`src/rtl/clock_pkg.sv`:
```
// Shared display constants and types for the seven-segment scan path.
// Digit index type, dark pattern and scan phase encoding.
package clock_pkg;

   localparam logic [6:0] SEG_DARK = 7'h7F;
   localparam int         N_DIGITS = 8;

   typedef logic [2:0] dig_t;

   typedef enum logic {
      PH_GUARD,
      PH_ON
   } phase_e;

   function automatic logic [N_DIGITS-1:0] dig_onehot(input dig_t d);
      dig_onehot    = '0;
      dig_onehot[d] = 1'b1;
   endfunction

endpackage

```
`src/rtl/seg_slot_timer.sv`:
```
// Slot counter, digit index, guard/on phase decode and frame strobe
// for the multiplexed seven-segment scanner.
module seg_slot_timer
   import clock_pkg::*;
#(
   parameter int SLOT_CYC  = 50000,
   parameter int GUARD_CYC = 16
) (
   input  logic   clk,
   input  logic   rst_n,
   output dig_t   dig_o,
   output phase_e phase_o,
   output logic   frame_wrap_o,
   output logic   frame_tick_o
);

   localparam int CNT_W = (SLOT_CYC > 1) ? $clog2(SLOT_CYC) : 1;
   localparam logic [CNT_W-1:0] SLOT_LAST = CNT_W'(SLOT_CYC - 1);
   localparam logic [CNT_W-1:0] GUARD_LEN = CNT_W'(GUARD_CYC);
   localparam dig_t DIG_LAST = dig_t'(N_DIGITS - 1);

   logic [CNT_W-1:0] slot_cnt_q;
   logic [CNT_W-1:0] slot_cnt_d;
   dig_t             dig_q;
   dig_t             dig_d;
   logic             slot_last;
   logic             tick_d;
   logic             tick_q;

   always_comb begin
      slot_last  = (slot_cnt_q == SLOT_LAST);
      slot_cnt_d = slot_cnt_q + CNT_W'(1);
      dig_d      = dig_q;
      if (slot_last) begin
         slot_cnt_d = '0;
         dig_d      = dig_q + 3'd1;
      end
      // Registered so the strobe lines up with the first blanked output cycle
      tick_d = (slot_cnt_q == '0) && (dig_q == '0);
   end

   always_ff @(posedge clk or negedge rst_n) begin
      if (!rst_n) begin
         slot_cnt_q <= '0;
         dig_q      <= '0;
         tick_q     <= 1'b0;
      end else begin
         slot_cnt_q <= slot_cnt_d;
         dig_q      <= dig_d;
         tick_q     <= tick_d;
      end
   end

   assign dig_o        = dig_q;
   assign phase_o      = (slot_cnt_q < GUARD_LEN) ? PH_GUARD : PH_ON;
   assign frame_wrap_o = slot_last && (dig_q == DIG_LAST);
   assign frame_tick_o = tick_q;

endmodule

```
`src/rtl/seg_scan_driver.sv`:
```
// Eight-digit seven-segment scan driver with frame-coherent shadows.
// Optional brightness PWM is enabled with the SEG_DIM_EN macro.
module seg_scan_driver
   import clock_pkg::*;
#(
   parameter int CLK_HZ        = 50_000_000,
   parameter int SCAN_HZ       = 1000,
   parameter int GUARD_CYC     = 16,
   parameter int AN_ACTIVE_LOW = 1
) (
   input  logic       clk,
   input  logic       rst_n,
   input  logic [6:0] led0,
   input  logic [6:0] led1,
   input  logic [6:0] led2,
   input  logic [6:0] led3,
   input  logic [6:0] led4,
   input  logic [6:0] led5,
   input  logic [6:0] led6,
   input  logic [6:0] led7,
   input  logic [7:0] dp_en,
`ifdef SEG_DIM_EN
   input  logic [3:0] bright,
`endif
   output logic [6:0] seg_n,
   output logic       dp_n,
   output logic [7:0] an,
   output logic       frame_tick
);

   localparam int SLOT_CYC = (SCAN_HZ > 0) ? CLK_HZ / SCAN_HZ : 0;
   localparam logic [7:0] AN_IDLE = (AN_ACTIVE_LOW != 0) ? 8'hFF : 8'h00;

   generate
      if (SCAN_HZ > CLK_HZ || SLOT_CYC <= GUARD_CYC + 1) begin : g_bad_cfg
         $error("seg_scan_driver: slot too short for guard interval");
      end
   endgenerate

   dig_t       dig;
   phase_e     phase;
   logic       frame_wrap;
   logic [6:0] led_in [N_DIGITS];
   logic [6:0] seg_sh_q [N_DIGITS];
   logic [7:0] dp_sh_q;
   logic       pwm_ok;
   logic [6:0] seg_d;
   logic       dp_d;
   logic [7:0] an_on;
   logic [7:0] an_d;
   logic [6:0] seg_q;
   logic       dp_q;
   logic [7:0] an_q;

   seg_slot_timer #(
      .SLOT_CYC  (SLOT_CYC),
      .GUARD_CYC (GUARD_CYC)
   ) u_timer (
      .clk          (clk),
      .rst_n        (rst_n),
      .dig_o        (dig),
      .phase_o      (phase),
      .frame_wrap_o (frame_wrap),
      .frame_tick_o (frame_tick)
   );

   assign led_in[0] = led0;
   assign led_in[1] = led1;
   assign led_in[2] = led2;
   assign led_in[3] = led3;
   assign led_in[4] = led4;
   assign led_in[5] = led5;
   assign led_in[6] = led6;
   assign led_in[7] = led7;

   // Shadows only move on the last cycle of digit 7, so a frame is never mixed
   always_ff @(posedge clk or negedge rst_n) begin
      if (!rst_n) begin
         for (int i = 0; i < N_DIGITS; i++) begin
            seg_sh_q[i] <= SEG_DARK;
         end
         dp_sh_q <= '0;
      end else if (frame_wrap) begin
         for (int i = 0; i < N_DIGITS; i++) begin
            seg_sh_q[i] <= led_in[i];
         end
         dp_sh_q <= dp_en;
      end
   end

`ifdef SEG_DIM_EN
   logic [3:0] bright_sh_q;
   logic [3:0] pwm_q;
   logic [3:0] pwm_d;

   assign pwm_d  = (phase == PH_ON) ? pwm_q + 4'd1 : 4'd0;
   assign pwm_ok = (bright_sh_q == 4'hF) || (pwm_q < bright_sh_q);

   always_ff @(posedge clk or negedge rst_n) begin
      if (!rst_n) begin
         bright_sh_q <= '0;
         pwm_q       <= '0;
      end else begin
         pwm_q <= pwm_d;
         if (frame_wrap) begin
            bright_sh_q <= bright;
         end
      end
   end
`else
   assign pwm_ok = 1'b1;
`endif

   always_comb begin
      seg_d = SEG_DARK;
      dp_d  = 1'b1;
      an_on = '0;
      if (phase == PH_ON) begin
         seg_d = seg_sh_q[dig];
         dp_d  = ~dp_sh_q[dig];
         if (pwm_ok) begin
            an_on = dig_onehot(dig);
         end
      end
      an_d = an_on ^ AN_IDLE;
   end

   always_ff @(posedge clk or negedge rst_n) begin
      if (!rst_n) begin
         seg_q <= SEG_DARK;
         dp_q  <= 1'b1;
         an_q  <= AN_IDLE;
      end else begin
         seg_q <= seg_d;
         dp_q  <= dp_d;
         an_q  <= an_d;
      end
   end

   assign seg_n = seg_q;
   assign dp_n  = dp_q;
   assign an    = an_q;

endmodule

```
`config.mk`:
```
export PLATFORM = sky130hd
export DESIGN_NAME = seg_scan_driver
export DESIGN_NICKNAME = d
export VERILOG_FILES = /design/src/rtl/clock_pkg.sv /design/src/rtl/seg_slot_timer.sv /design/src/rtl/seg_scan_driver.sv
export SDC_FILE = /design/constraint.sdc
export NUM_CORES = 1
export LEC_CHECK = 0
export CAP_MARGIN = 10
export CORE_MARGIN = 4
export CORE_UTILIZATION = 52
export CTS_CLUSTER_DIAMETER = 40
export DETAILED_ROUTE_END_ITERATION = 12
export GPL_TIMING_DRIVEN = 0
export PLACE_DENSITY = 0.8
export SLEW_MARGIN = 20
export SYNTH_ARGS = -nofsm -noshare
export SYNTH_HDL_FRONTEND = slang
export SYNTH_SLANG_ARGS = --single-unit
```
`constraint.sdc`:
```
create_clock -name clk -period 3.1 [get_ports clk]
set_input_delay 0.31 -clock clk [delete_from_list [all_inputs] [get_ports clk]]
set_output_delay 0.31 -clock clk [all_outputs]
set_load 0.05 [all_outputs]
```
==> implementation parameters <==
Parameter                              Value

Outcome
  Outcome    finished clean

Synth
  Ys async rst share    100.0%
  Library cells used by synthesis    31
  Syn Nets    ~370
  Number of synthesized register bits    100
  Area fraction of the dominant cell type after synthesis    ~42%
  Main synth FF type    sky130_fd_sc_hd__dfstp_2
  Gate Count Post-Synth    approximately 300
  Fraction of the yosys area taken by sequential cells    between 50% and 60%
  Top cell type by total area after synthesis    sky130_fd_sc_hd__dfstp_2
  Count of flip-flops with a built-in enable after synthesis    0
  Total standard cell area after synthesis    around 0.0045 sq mm
  Synthesized area per cell    roughly 15 sq um
  Ys Warns    0
  Area contributors post-synth    sky130_fd_sc_hd__dfstp_2 42%, sky130_fd_sc_hd__mux2_2 17%, sky130_fd_sc_hd__dfrtp_1 16%, sky130_fd_sc_hd__mux4_2 8.0%, sky130_fd_sc_hd__nand3_1 1.7%

Pwr
  Internal power    around 2000 uW
  Leak Pwr    ~0.0022 uW
  Power, Total    ~2600 uW
  Peak ir drop on the vdd network    ~0.32 mV
  Clk pwr share    a little under two fifths
  Power density over the cells    between 400 and 500 mW/mm^2
  Fraction of power consumed by combinational cells    between 8 and 9%
  Switching part of the total power    a little over a fifth
  Sw power    557.2 uW
  Part of the power in registers    55.1%

Placed design
  DP Area    0.005458 sq mm
  Number of port buffers    slightly above 80
  Cell Count Post-Placement    between 400 and 500
  Half-perimeter wire length of the detailed placement result    roughly 6.6 mm
  Global placer's final weighted congestion    0.8659

CTS
  Clock transition at the registers of the reported paths    about 0.09 ns
  Latest clock arrival within the worst-skew pair    around 0.37 ns
  TritonCTS clock tree    yes
  Htree depth    3
  TritonCTS Buffers    9
  # clock sinks    100
  Maximum buffer depth of the clock tree    2
  Setup Buffers After CTS    0
  Clock root cell    sky130_fd_sc_hd__clkbuf_8

STA
  Normalized max-slew margin    about 36%
  Worst hold margin    about 0.41 ns
  Worst-case clock skew    approximately 0.019 ns
  Upper clock frequency limit    around 0.4 GHz
  Final min period    between 2 and 2.5 ns
  Slew at the pin closest to its max-slew limit    roughly 0.96 ns
  Sum Neg Setup Slack    0 ns
  Final number of max-transition violations    0
  Count of final hold-check violations    0
  RSZ-0062 raised after global routing    no
  Period Utilization, post-route    between 70% and 80%
  Final setup violation count    0

Worst setup path
  Capturing element type of the critical path    flop
  Maximum fanout along the worst path    10
  Critical Path Source Type    flop
  Cells traversed along the worst timing path    or4_4, nor4_4, nand2_4, buf_6, mux2_2
  Critical path buffers and inverters    1
  Flop-to-flop setup slack    ~0.64 ns
  Arrival time reported for the critical path endpoint    approximately 2.7 ns
  Library cell contributing the largest single delay on the critical path    sky130_fd_sc_hd__nor4_4
  Type of the setup path with the least slack    flop to flop
  Data required time of the critical path    around 3.4 ns
  Startpoint of the lowest-slack register-to-register path    u_timer.slot_cnt_q[10]
  Number of cells traversed by the worst register-to-register path    5
  Slowest stage delay, CP    approximately 0.60 ns
  Reg2Reg Capture Point    dp_sh_q[1]
  Dominant delay contributor by cell family on the critical path    simple AND/OR/NAND/NOR gates

Floorplan
  Die span in y    about 100 um
  Overall die area    0.01016 sq mm
  Die X-Extent    around 100 um
  Number of top-level pins    83
  Initial Util    between 50% and 60%
  Core Box Area    0.008299 sq mm
  Num rows    33

Job
  Count of max-cap constraint violations    0

Layout
  Layout overhead on the synthesized area    27.25%
  Fraction of final layout cells sized beyond drive strength 1    roughly 45%
  Final standard cell area without fillers    ~0.0057 sq mm
  Final net count    around 470
  Fillers    592
  Number of antenna diodes    0
  Final non-filler cell total    508
  Area taken by flip-flops and latches    ~0.0026 sq mm
  Area of combinational cells with multiple inputs    0.001757 sq mm

GRT
  Global routing usage summed across all routing layers    between 10% and 20%
  Largest net degree at the start of global routing    between 60 and 70
  Antenna violations before repair    0
  Via count of the first global-routing pass    ~3,000
  Residual overflow from global routing    0
  Global-route wire length before repair    between 15 and 20 mm

Drt
  Final routed wirelength across all metal layers    around 9.2 mm
  DRC    0
  1st-iter DRT viols    56
  Average wire length per cell after detail routing    18.13 um
  Antenna viol nets, final    0
  DR vias    about 2,800
  Length of the first detailed-routing pass in iterations    4
  Post-detailed-route via-to-cell ratio    approximately 5.6

Hold path
  Class of the worst hold path    input pin to asynchronous set/reset pin
[metrics by stage]
stage               setup slack, ns  utilization (%)
finish                       0.6431            68.64
global route                 0.5481            68.64
CTS                          0.6448            68.64
detailed placement           0.6688            65.76
global placement             -1.758            65.42
floorplan                    0.9204                -
[logic make-up after synthesis]
group / synth area share (%)
adders and majority gates: 1.397
DFF: 57.91
buffers and inverters: 2.851
xor gates and xnor gates: 2.348
muxes: 26.02
AOI/OAI and AO/OA: 0.6708
and+or+nand+nor: 8.804
[worst register-to-register path, cell delays in order (launching register included)]
cell and delay [ns]:
sky130_fd_sc_hd__dfrtp_1 0.44, sky130_fd_sc_hd__or4_4 0.58, sky130_fd_sc_hd__nor4_4 0.60, sky130_fd_sc_hd__nand2_4 0.23
sky130_fd_sc_hd__buf_6 0.21, sky130_fd_sc_hd__mux2_2 0.28
[layout make-up]
type,instances,share of cell area [%]
plain buffers,16,1.845
clock buffers,10,2.416
clock inverters,6,1.603
inverters,6,0.3953
multi-input cells,181,30.84
flip-flops and latches,100,45.51
well taps,105,2.306
repair buffers,84,15.09
[Yosys cell counts, drive strengths merged (2+ instances only)]
master and number:
dfstp 72, mux2 67, dfrtp 28, nand2 17, mux4 16, nand3 15
nor2 9, buf 8, clkbuf 8, nand4 7, xor2 7, inv 6
ha 5, mux2i 5, nor3 5, nor4 5, xnor2 5, and2 3
and4 3, or3 3, o21ai 2, or4 2
[sequential cells by signal, indices dropped and copies added (netlist names)]
name,count
an,8
dp_n,1
dp_sh_q,8
seg_n,7
seg_sh_q,56
u_timer.dig_o,3
u_timer.frame_tick_o,1
u_timer.slot_cnt_q,16
[how the worst max path moves through the flow]
| stage | startpoint | end | slack [ns] | cells past startpoint |
|---|---|---|---|---|
| after floorplan | u_timer.slot_cnt_q[10] | dp_sh_q[0] | 0.92 | 5 |
| after global placement | rst_n | u_timer.dig_o[1] | -1.76 | 1 |
| after detailed placement | u_timer.slot_cnt_q[10] | dp_sh_q[1] | 0.67 | 5 |
| after CTS | u_timer.slot_cnt_q[10] | dp_sh_q[1] | 0.64 | 5 |
| after global routing | u_timer.slot_cnt_q[10] | dp_sh_q[1] | 0.55 | 5 |
| final | u_timer.slot_cnt_q[10] | dp_sh_q[1] | 0.64 | 5 |
[power groups by stage]
stage | clock, uW | sequential, uW | combinational [uW]
2_1_floorplan | 0 | 1440 | 59.1
3_3_place_gp | 0 | 1430 | 201
3_5_place_dp | 0 | 1430 | 210
4_1_cts | 964 | 1410 | 213
5_1_grt | 1000 | 1420 | 225
6_report | 940 | 1410 | 208
[what timing repair did]
action | 4_1_cts | 5_1_grt
gates resized for setup | 0 | 0
setup endpoints to repair | 0 | 0
endpoints found under the hold margin | 11 | 0
hold buffers | 1 | 0
[placed cells by master, fill, tap and decap left out, types with 2 or more instances in the layout]
| cell type | synthesis | final |
|---|---|---|
| sky130_fd_sc_hd__clkdlybuf4s50_1 | 0 | 81 |
| sky130_fd_sc_hd__dfstp_2 | 72 | 72 |
| sky130_fd_sc_hd__mux2_2 | 67 | 67 |
| sky130_fd_sc_hd__dfrtp_1 | 28 | 28 |
| sky130_fd_sc_hd__nand2_1 | 16 | 16 |
| sky130_fd_sc_hd__mux4_2 | 16 | 16 |
| sky130_fd_sc_hd__nand3_1 | 15 | 15 |
| sky130_fd_sc_hd__clkbuf_8 | 0 | 10 |
| sky130_fd_sc_hd__nor2_1 | 9 | 9 |
| sky130_fd_sc_hd__clkbuf_1 | 8 | 8 |
| sky130_fd_sc_hd__nand4_1 | 7 | 7 |
| sky130_fd_sc_hd__xor2_1 | 7 | 7 |
| sky130_fd_sc_hd__buf_6 | 6 | 7 |
| sky130_fd_sc_hd__inv_1 | 6 | 6 |
| sky130_fd_sc_hd__nor3_1 | 5 | 5 |
| sky130_fd_sc_hd__xnor2_1 | 5 | 5 |
| sky130_fd_sc_hd__mux2i_1 | 5 | 5 |
| sky130_fd_sc_hd__ha_1 | 5 | 5 |
| sky130_fd_sc_hd__nor4_1 | 4 | 4 |
| sky130_fd_sc_hd__and4_1 | 3 | 3 |
| sky130_fd_sc_hd__or3_1 | 3 | 3 |
| sky130_fd_sc_hd__and2_1 | 3 | 3 |
| sky130_fd_sc_hd__o21ai_0 | 2 | 2 |
| sky130_fd_sc_hd__buf_1 | 2 | 2 |
| sky130_fd_sc_hd__inv_6 | 0 | 2 |
| sky130_fd_sc_hd__bufinv_16 | 0 | 2 |
[per-layer routing]
layer / share of wire [%] / wire length [um] / GRT usage, %
met4: 0.75 / 69 / 4.974
met3: 6.1 / 561 / 5.606
met2: 51 / 4686 / 32.96
met5: 0 / 0 / 0
met1: 42 / 3892 / 25.08
Note: power is estimated with default switching activity, not from simulation.
